--- src/rtl/key_scan.sv ---
`default_nettype none
// ============================================================================
// Module   : key_scan
// Purpose  : Debounced front end for N active-low mechanical keys. Each key
//            is synchronised, debounced by its own four-state machine, and
//            presented as a clean level plus one-cycle press/release pulses.
// Option   : define KEY_LONGPRESS_EN to enable the one-shot long-press pulse
//            (key_long); without it key_long is constant 0.
// Revision : 1.0 - initial release
// ============================================================================
module key_scan #(
    parameter int N_KEY       = 4,
    parameter int CLK_HZ      = 1_000_000,
    parameter int DEBOUNCE_MS = 20,
    parameter int LONG_MS     = 1000
) (
    input  logic             clk1MHz,
    input  logic             rst_n,
    input  logic [N_KEY-1:0] key_n,
    output logic [N_KEY-1:0] key_level,
    output logic [N_KEY-1:0] key_press,
    output logic [N_KEY-1:0] key_release,
    output logic [N_KEY-1:0] key_long
);

    // Millisecond prescaler sizing; a 1 kHz clock degenerates to a tick every cycle.
    localparam int c_DIV   = CLK_HZ / 1000;
    localparam int c_DIV_W = (c_DIV > 1) ? $clog2(c_DIV) : 1;
    localparam logic [c_DIV_W-1:0] c_DIV_LAST = c_DIV_W'(c_DIV - 1);

    // Tick-count thresholds: a window closes when a tick arrives with cnt at LAST.
    localparam logic [15:0] c_DEB_LAST  = 16'(DEBOUNCE_MS - 1);
    localparam logic [15:0] c_LONG_LAST = 16'(LONG_MS - 1);
    localparam logic [15:0] c_CNT_MAX   = 16'hFFFF;

`ifdef KEY_LONGPRESS_EN
    localparam bit c_LONG_EN = 1'b1;
`else
    localparam bit c_LONG_EN = 1'b0;
`endif

    typedef enum logic [1:0] {
        IDLE         = 2'd0,
        PRESS_WAIT   = 2'd1,
        PRESSED      = 2'd2,
        RELEASE_WAIT = 2'd3
    } state_t;

    logic [c_DIV_W-1:0] r_div;
    logic               w_tick;
    logic [N_KEY-1:0]   r_sync0;
    logic [N_KEY-1:0]   r_sync1;
    logic [N_KEY-1:0]   w_s;

    assign w_tick = (r_div == c_DIV_LAST);
    assign w_s    = ~r_sync1;

    // Shared ms prescaler: tick is the wrap cycle of the counter.
    always_ff @(posedge clk1MHz or negedge rst_n) begin
        if (!rst_n) begin
            r_div <= '0;
        end else if (w_tick) begin
            r_div <= '0;
        end else begin
            r_div <= r_div + c_DIV_W'(1);
        end
    end

    // Two-flop synchroniser on the raw pins; resets to "released".
    always_ff @(posedge clk1MHz or negedge rst_n) begin
        if (!rst_n) begin
            r_sync0 <= '1;
            r_sync1 <= '1;
        end else begin
            r_sync0 <= key_n;
            r_sync1 <= r_sync0;
        end
    end

    for (genvar k = 0; k < N_KEY; k++) begin : g_key
        state_t      r_state;
        state_t      w_state_nx;
        logic [15:0] r_cnt;
        logic [15:0] w_cnt_nx;
        logic [15:0] w_cnt_inc;
        logic        r_level;
        logic        r_press;
        logic        r_release;
        logic        r_long;
        logic        w_level_nx;
        logic        w_press_nx;
        logic        w_release_nx;
        logic        w_long_nx;

        // Saturating increment so a long hold can never wrap onto a threshold.
        assign w_cnt_inc = (r_cnt == c_CNT_MAX) ? r_cnt : r_cnt + 16'd1;

        // Key state register plus registered outputs.
        always_ff @(posedge clk1MHz or negedge rst_n) begin
            if (!rst_n) begin
                r_state   <= IDLE;
                r_cnt     <= '0;
                r_level   <= 1'b0;
                r_press   <= 1'b0;
                r_release <= 1'b0;
                r_long    <= 1'b0;
            end else begin
                r_state   <= w_state_nx;
                r_cnt     <= w_cnt_nx;
                r_level   <= w_level_nx;
                r_press   <= w_press_nx;
                r_release <= w_release_nx;
                r_long    <= w_long_nx;
            end
        end

        // Next-state, tick counting and pulse decode; cnt clears on every state change.
        always_comb begin
            w_state_nx   = r_state;
            w_cnt_nx     = r_cnt;
            w_press_nx   = 1'b0;
            w_release_nx = 1'b0;
            w_long_nx    = 1'b0;
            case (r_state)
                IDLE: begin
                    if (w_s[k]) begin
                        w_state_nx = PRESS_WAIT;
                        w_cnt_nx   = '0;
                    end
                end
                PRESS_WAIT: begin
                    if (!w_s[k]) begin
                        w_state_nx = IDLE;
                        w_cnt_nx   = '0;
                    end else if (w_tick) begin
                        if (r_cnt == c_DEB_LAST) begin
                            w_state_nx = PRESSED;
                            w_cnt_nx   = '0;
                            w_press_nx = 1'b1;
                        end else begin
                            w_cnt_nx = w_cnt_inc;
                        end
                    end
                end
                PRESSED: begin
                    if (!w_s[k]) begin
                        w_state_nx = RELEASE_WAIT;
                        w_cnt_nx   = '0;
                    end else if (c_LONG_EN && w_tick) begin
                        w_cnt_nx = w_cnt_inc;
                        // Fires only on the tick that moves cnt past the
                        // threshold, so a saturated count cannot repeat it.
                        if ((r_cnt == c_LONG_LAST) && (r_cnt != c_CNT_MAX)) begin
                            w_long_nx = 1'b1;
                        end
                    end
                end
                RELEASE_WAIT: begin
                    if (w_s[k]) begin
                        w_state_nx = PRESSED;
                        w_cnt_nx   = '0;
                    end else if (w_tick) begin
                        if (r_cnt == c_DEB_LAST) begin
                            w_state_nx   = IDLE;
                            w_cnt_nx     = '0;
                            w_release_nx = 1'b1;
                        end else begin
                            w_cnt_nx = w_cnt_inc;
                        end
                    end
                end
                default: begin
                    w_state_nx = IDLE;
                    w_cnt_nx   = '0;
                end
            endcase
            w_level_nx = (w_state_nx == PRESSED) || (w_state_nx == RELEASE_WAIT);
        end

        assign key_level[k]   = r_level;
        assign key_press[k]   = r_press;
        assign key_release[k] = r_release;
        assign key_long[k]    = r_long;
    end

endmodule
`default_nettype wire

--- config.mk ---
export PLATFORM = sky130hd
export DESIGN_NAME = key_scan
export DESIGN_NICKNAME = d
export VERILOG_FILES = /design/src/rtl/key_scan.sv
export SDC_FILE = /design/constraint.sdc
export NUM_CORES = 1
export LEC_CHECK = 0
export CORE_MARGIN = 2
export CORE_UTILIZATION = 55
export DETAILED_ROUTE_END_ITERATION = 12
export GPL_TIMING_DRIVEN = 0
export PLACE_DENSITY_LB_ADDON = 0.1
export SETUP_SLACK_MARGIN = 0.3
export SKIP_CTS_REPAIR_TIMING = 1
export SLEW_MARGIN = 20
export SYNTH_ARGS = -nofsm -noshare
export SYNTH_HDL_FRONTEND = slang
export SYNTH_SLANG_ARGS = --single-unit
--- constraint.sdc ---
create_clock -name clk1MHz -period 2.6 [get_ports clk1MHz]
set_input_delay 0.26 -clock clk1MHz [delete_from_list [all_inputs] [get_ports clk1MHz]]
set_output_delay 0.26 -clock clk1MHz [all_outputs]
set_load 0.01 [all_outputs]
Word level (Yosys, flattened, before mapping)

Cells that the tools add are included.

Register bits after elaboration: 102

Reduce and logical (&&, ||, !) cells: 12
Add/sub/neg operators: 5
Bitwise logic cells: 1
Mux-type cells: 93
Equality and inequality tests: 37

Operators by type and width:

| cell                                                                    | count |
|---|---|
| 16-bit 2-to-1 mux                                                       | 28 |
| 16-bit case mux with 4 select lines                                     | 4 |
| 16-bit by 1-bit adder with 16-bit output (second input constant)        | 4 |
| 16-bit equality test (second input constant)                            | 4 |
| 16-bit by 5-bit equality test with 1-bit output (second input constant) | 4 |
| 2-bit 2-to-1 mux                                                        | 32 |
| 2-bit equality test (second input constant)                             | 16 |
| 2-bit case mux with 4 select lines                                      | 4 |
| 1-bit 2-to-1 mux                                                        | 24 |
| 2-bit != test (second input constant)                                   | 8 |
| 10-bit by 1-bit adder with 10-bit output (second input constant)        | 1 |
| 10-bit equality test (second input constant)                            | 1 |
| 10-bit 2-to-1 mux                                                       | 1 |
| 2-bit by 1-bit equality test with 1-bit output (second input constant)  | 4 |
| 2-bit logical NOT                                                       | 4 |
| 2-bit AND reduction                                                     | 4 |
| 1-bit logical OR                                                        | 4 |
| 4-bit inverter                                                          | 1 |

Logic depth before layout (Yosys ltp)

Gate-level depths: netlist (run 1).

Depth after elaboration: 7
Gate-level depth with buffers: 10
Depth with buffers taken out: 7

Worst setup path before layout (run 1)

No wires, ideal clock.

Kind: register to register
Start point: reg r_div[0]
End point: reg g_key[3].r_cnt[1]
Path buffers: 3
Setup time: 122 ps
Stages on the path, launching flop included: 10
Data arrival time: 1985 ps
Setup slack: 493 ps
Period minus slack after synthesis: 2107 ps
Cells stage by stage: dfrtp_1 ha_1 nand4bb_1 or3_4 buf_6 a31oi_2 buf_4 buf_6 o21ai_0 a32o_1

Longest elaborated chain between the ends: 4
Elaborated cells on any way between the ends: 5
Those cells by class: eq/ne: 1; mux: 4

Ends and longest elaborated chain:

| item                                        | line | RTL |
|---|---|---|
| from (decl)                                 | 49   | `logic [c_DIV_W-1:0] r_div;` |
| from (signal assigned)                      | 65   | `r_div <= r_div + c_DIV_W'(1);` |
| 10-bit equality test *                      | 55   | `assign w_tick = (r_div == c_DIV_LAST);` |
| 16-bit 2-to-1 mux *                         | --   |  |
| 16-bit 2-to-1 mux, on equally long branches | --   |  |
| 16-bit case mux with 4 select lines *       | --   |  |
| to (signal assigned)                        | 109  | `r_cnt <= w_cnt_nx;` |
| to (decl)                                   | 83   | `logic [15:0] r_cnt;` |

Every way passes the cells marked *; elsewhere a longest branch is shown, timed or not.
A chain may end at the register's enable or synchronous reset.

Final worst setup path (run 1)

Start point: reg r_div[0]
End point: reg g_key[3].r_cnt[8]

The elaborated chain is that of the path after synthesis.

==> results of run 1 <==
-- flip-flops by register name, indices dropped and copies added, names as in the netlist --
name             cells
g_key.r_cnt         64
r_div               10
g_key.r_state        7
g_key.r_level        4
g_key.r_press        4
g_key.r_release      4
r_sync0              4
r_sync1              4
-- Yosys cell counts (all sizes together) (7+ instances only) --
cell type / count
a21oi: 30
nand4: 26
and3: 17
nand3: 31
mux2i: 7
and2: 8
a41oi: 15
buf: 28
nor4b: 9
nor3: 18
o21ai: 57
a31oi: 27
dfstp: 8
o31ai: 10
clkbuf: 19
nand2: 41
nor4: 8
nor2: 40
inv: 11
dfrtp: 93
-- kinds of logic after synthesis --
kind of cell | Yosys count
simple gates | 228
compound gates | 170
flops | 101
buf+inv | 58
xor+xnor | 11
mux | 9
fa+ha+maj | 5
other cells | 1
-- layout make-up --
cell class,count,area (µm²)
Multi-Input combinational cell,427,2730
Inverter,11,41.29
Sequential cell,101,2540
Tap cell,133,166.4
Clock inverter,6,86.33
Timing Repair Buffer,30,291.5
Fill cell,839,3440
Buffer,47,296.5
Clock buffer,10,137.6
-- metal layers --
layer	share of wire	global-route usage	vias to the layer above
met5	0	0	-
met4	0.015	0.08108	0
met3	0.057	0.05035	15
met2	0.45	0.3510	162
met1	0.47	0.3167	2235
li1	-	-	2264
-- per-stage QoR --
stage	utilization	setup WS, ps
final	0.6465	411.2
after global routing	0.6465	292.6
after global placement	0.5983	-2461
after floorplan	-	493.4
after detailed placement	0.6012	186.3
after CTS	0.6242	162.1
-- power by group --
part           internal, W  switching (W)  total [W]
combinational    0.0000537      0.0000987   0.000152
clock             0.000566       0.000547    0.00111
sequential         0.00158     0.00000956    0.00159
-- worst min path at each step --
stage          depth (start not counted)  slack, ps            endpoint        from
2_1_floorplan                          0        -40   g_key[0].r_cnt[0]       rst_n
3_3_place_gp                           0        350          r_sync1[1]  r_sync0[1]
3_5_place_dp                           1        160  g_key[3].r_cnt[10]       rst_n
4_1_cts                                1       -270   g_key[3].r_cnt[5]       rst_n
5_1_grt                                1        270          r_sync0[0]    key_n[0]
6_report                               1        280          r_sync0[0]    key_n[0]
-- worst max-delay path, cell delays in order, from the launching register on --
cell and delay [ps]:
dfrtp_2 420, ha_4 170, nand4bb_4 140, or3_4 360, buf_6 180, a31oi_4 180
buf_6 160, buf_6 140, a31oi_1 80, o21ai_0 150, o21ai_1 80
==> impl_metrics.py, run 1 <==
metrics = {
    "status": {
        "status": "completed",
    },
    "worst_setup_path": {
        "worstSetupEndpointType": "flip-flop",
        "r2r-end": "g_key[3].r_cnt[8]",
        "crit_required_ps": 2860,
        "startpoint_type": "flip-flop",
        "cp-startpoint": "r_div[0]",
        "regToRegSetupSlack_ps": 410,
        "r2r_cells": 10,
        "crit_type": "reg2reg",
        "r2r-start": "r_div[0]",
        "cp.arrival_ps": 2450,
        "cp_max_fo": 10,
        "endpoint": "g_key[3].r_cnt[8]",
    },
    "logic_synthesis": {
        "synthMuxAreaShare": 0.01692,
        "synth_cell_types": 66,
        "synthTopCellsByArea": "dfrtp_1 (43%), o21ai_0 (4.9%), dfstp_2 (3.8%)",
        "synth_top_family_by_area": "simple AND/OR/NAND/NOR gates",
        "synthFlopType": "dfrtp_1",
        "yosysTopAreaCellShare": 0.4252,
        "yosysSeqAreaShare": 0.4636,
        "syn_avg_cell_area_um2": 9.387,
        "synth_edf_count": 0,
        "synthAdderAreaFrac": 0.01143,
        "ys_warn_count": 0,
        "synth-simple-area-share": 0.2289,
        "syn-cell-area_um2": 5473,
        "synthXorXnorAreaFrac": 0.01760,
        "syn_inst": 583,
        "yosysTopAreaCell": "dfrtp_1",
        "ys_seq_elements": 101,
        "synth_compound_gate_area_share": 0.2019,
        "async_flop_share": 1.000,
    },
    "hold_path": {
        "hp-class": "in2reg",
    },
    "pwr": {
        "peakVddDrop_mv": 0.2793,
        "power_leakage_nw": 2.584,
        "power_density_nw_per_um2": 454.6,
        "total_power_w": 0.002859,
    },
    "cts": {
        "path_clk_slew_ps": 100,
        "clkSinkCount": 101,
        "clk-insertion-delay-late_ps": 390,
        "cts_root_buffer": "clkbuf_8",
        "cts_tree": "built",
        "h-tree-depth": 3,
        "cts_made_buffers": 9,
        "cts_buffer_depth": 2,
    },
    "placement": {
        "place.port_buffers": 17,
        "placed_area_um2": 5849,
        "dpl.hpwl_um": 7648,
        "numPlacedInstances": 737,
        "gp_congestion": 0.9312,
    },
    "drt": {
        "first_pass_iters": 5,
        "wl_um": 11740,
        "drt_iter0_markers": 268,
        "wl_per_cell_um": 15.35,
        "vias": 4676,
        "drc_errors": 0,
        "viasPerCell": 6.112,
        "antenna_left": 0,
    },
    "grt": {
        "antenna_found_initial": 0,
        "grt_max_degree": 72,
        "grt_use_total": 0.2269,
        "grt_pass1_wl_um": 20330,
        "grt_pass1_vias": 4395,
        "grt.overflow.total": 0,
    },
    "floorplanning": {
        "die_w_um": 103.8,
        "initial_core_util": 0.5625,
        "fp-row-count": 36,
        "core_um2": 9729,
        "die_area_um2": 10760,
        "die_h_um": 103.8,
        "io_pins": 22,
    },
    "sta": {
        "rsz0062_at_grt": "yes",
        "fin_skew_ps": 10.79,
        "hold_slack_ps": 275.4,
        "hold_viol": 0,
        "slew_headroom": 0.6030,
        "period_needed_ps": 2189,
        "fmax_mhz": 456.9,
        "final.setup.tns_ps": 0,
        "maxSlewViolCount": 0,
        "finalSetupViolations": 0,
        "tightestPinTransition_ps": 590.1,
        "post-route-period-util": 0.8419,
    },
    "finish": {
        "drive_gt1_frac": 0.1630,
        "design_area_um2": 6290,
        "final_common_cell": "dfrtp_1",
        "layout_common_cells": "dfrtp_1 (91), o21ai_0 (49), nand2_1 (41)",
        "stdcell_count": 765,
        "nets": 638,
        "synthToLayoutAreaGrowth_pct": 14.93,
        "antenna_cells": 0,
    },
    "run": {
        "maxCapViolCount": 0,
    },
}
Power figures use the tool's default switching activity.
==> run 2, diff against run 1 <==
==> constraint.sdc (replaced) <==
create_clock -name clk1MHz -period 2.16 [get_ports clk1MHz]
set_input_delay 0.216 -clock clk1MHz [delete_from_list [all_inputs] [get_ports clk1MHz]]
set_output_delay 0.216 -clock clk1MHz [all_outputs]
set_load 0.01 [all_outputs]
==> impl_metrics.py, run 2 (same netlist as run 1, synthesis figures left out) <==
metrics = {
    "status": {
        "status": "finished, violations left",
        "violations": "setup timing",
    },
    "placement": {
        "placed_area_um2": 6052,
        "place.port_buffers": 17,
        "dpl.hpwl_um": 8045,
        "numPlacedInstances": 737,
        "gp_congestion": 0.8867,
    },
    "finish": {
        "nFillCells": 707,
        "utilization": 0.7158,
        "design_area_um2": 6964,
        "final_common_cell": "dfrtp_1",
        "largest_register_ffs": 64,
        "top_regs": "g_key.r_cnt (64), r_div (10), g_key.r_state (7)",
        "layout_common_cells": "dfrtp_1 (91), buf_4 (49), o21ai_1 (42)",
        "nets": 668,
        "stdcell_count": 795,
        "synthToLayoutAreaGrowth_pct": 27.25,
        "antenna_cells": 0,
        "regMostFlops": "g_key.r_cnt",
        "drive_gt1_frac": 0.2855,
    },
    "floorplanning": {
        "die_w_um": 103.8,
        "io_pins": 22,
        "core_um2": 9729,
        "die_h_um": 103.8,
        "initial_core_util": 0.5625,
        "fp-row-count": 36,
        "die_area_um2": 10760,
    },
    "drt": {
        "first_pass_iters": 5,
        "drt_iter0_markers": 348,
        "antenna_left": 0,
        "wl_um": 13120,
        "wl_per_cell_um": 16.50,
        "drc_errors": 0,
        "viasPerCell": 6.260,
        "vias": 4977,
    },
    "pwr": {
        "power_leakage_nw": 2.888,
        "peakVddDrop_mv": 0.5265,
        "power_density_nw_per_um2": 474.1,
        "total_power_w": 0.003302,
    },
    "sta": {
        "rsz0062_at_grt": "yes",
        "fmax_mhz": 455.3,
        "finalSetupViolations": 15,
        "fin_skew_ps": 14.31,
        "tightestPinTransition_ps": 641.3,
        "setup_slack_ps": -36.26,
        "period_needed_ps": 2196,
        "hold_viol": 0,
        "maxSlewViolCount": 0,
        "slew_headroom": 0.5685,
        "post-route-period-util": 1.017,
    },
    "cts": {
        "cts_made_buffers": 9,
        "clkSinkCount": 101,
        "clk-insertion-delay-late_ps": 370,
        "cts_root_buffer": "clkbuf_8",
        "cts_buffer_depth": 2,
        "h-tree-depth": 3,
        "cts_tree": "built",
        "path_clk_slew_ps": 100,
    },
    "worst_setup_path": {
        "startpoint_type": "flip-flop",
        "crit_required_ps": 2410,
        "cp.arrival_ps": 2440,
        "worstSetupEndpointType": "flip-flop",
        "cp_max_fo": 9,
        "crit_type": "reg2reg",
    },
    "grt": {
        "grt_pass1_vias": 4383,
        "grt_max_degree": 60,
        "grt_use_total": 0.2286,
        "grt.overflow.total": 0,
        "grt_pass1_wl_um": 20470,
        "antenna_found_initial": 0,
    },
    "hold_path": {
        "hp-class": "in2reg",
    },
    "run": {
        "maxCapViolCount": 0,
    },
}
[run 2: cell types whose count changed in the layout (fill, tap and decap cells not counted), moves of 6 or more]
cell,previous run,this run
nor3_4,1,7
a41oi_2,0,8
o21ai_2,0,6
buf_4,32,49
a21oi_1,29,21
o21ai_0,49,9
o21ai_1,8,42
a41oi_1,15,7
buf_6,5,19
a21oi_2,0,8
[run 2: final timing paths]
kind | startpoint | end | slack (ps) | depth (start not counted)
setup / recovery | r_div[0] | g_key[2].r_cnt[10] | -40 | 9
hold / removal | key_n[1] | r_sync0[1] | 250 | 1
setup reg to reg | r_div[0] | g_key[2].r_cnt[10] | -40 | 9
hold reg to reg | r_sync0[3] | r_sync1[3] | 360 | 0
max in group asynchronous | rst_n | r_sync0[1] | 1160 | 3
min in group asynchronous | rst_n | g_key[0].r_cnt[14] | 340 | 2
[run 2: worst max-delay path, stage by stage (launching register included)]
cell and delay, ps:
dfrtp_1 440, ha_4 180, nand4bb_4 140, or3_4 370, buf_12 170, a21oi_4 250
buf_2 220, a31oi_1 90, o21ai_1 130, o21ai_1 80
[run 2: power breakdown]
part	switching [W]	total [W]	leakage [nW]	internal, W
sequential	0.0000113	0.00192	1.36	0.00191
clock	0.000673	0.00116	0.0999	0.000486
combinational	0.000137	0.000225	1.43	0.0000886
total	0.000821	0.00330	2.89	0.00248
[run 2: stage by stage]
stage	hold slack [ps]	setup TNS, ps	setup WS, ps
2_1_floorplan	-79.59	0	102.2
3_3_place_gp	346.1	-285240	-2902
3_5_place_dp	162.8	-3740	-182.0
4_1_cts	-234.5	-4907	-222.9
5_1_grt	229.2	-2528	-117.2
6_report	249.3	-226.4	-36.26
[run 2: cell type report]
class,count,area [µm²],area share
inverters,11,41.29,0.005929
plain buffers,47,372.9,0.05354
clock buffers,11,151.4,0.02174
flip-flops and latches,101,2540,0.3647
clock inverters,5,32.53,0.004671
well taps,133,166.4,0.02390
repair buffers,60,565.5,0.08121
multi-input cells,427,3094,0.4443
[run 2: per-layer routing]
| metal | global-route usage | vias up | wire, µm |
|---|---|---|---|
| li1 | - | 2325 | - |
| met1 | 0.3039 | 2441 | 5589 |
| met2 | 0.3765 | 189 | 6517 |
| met3 | 0.04972 | 22 | 833 |
| met4 | 0.07239 | 0 | 176 |
| met5 | 0 | - | 0 |
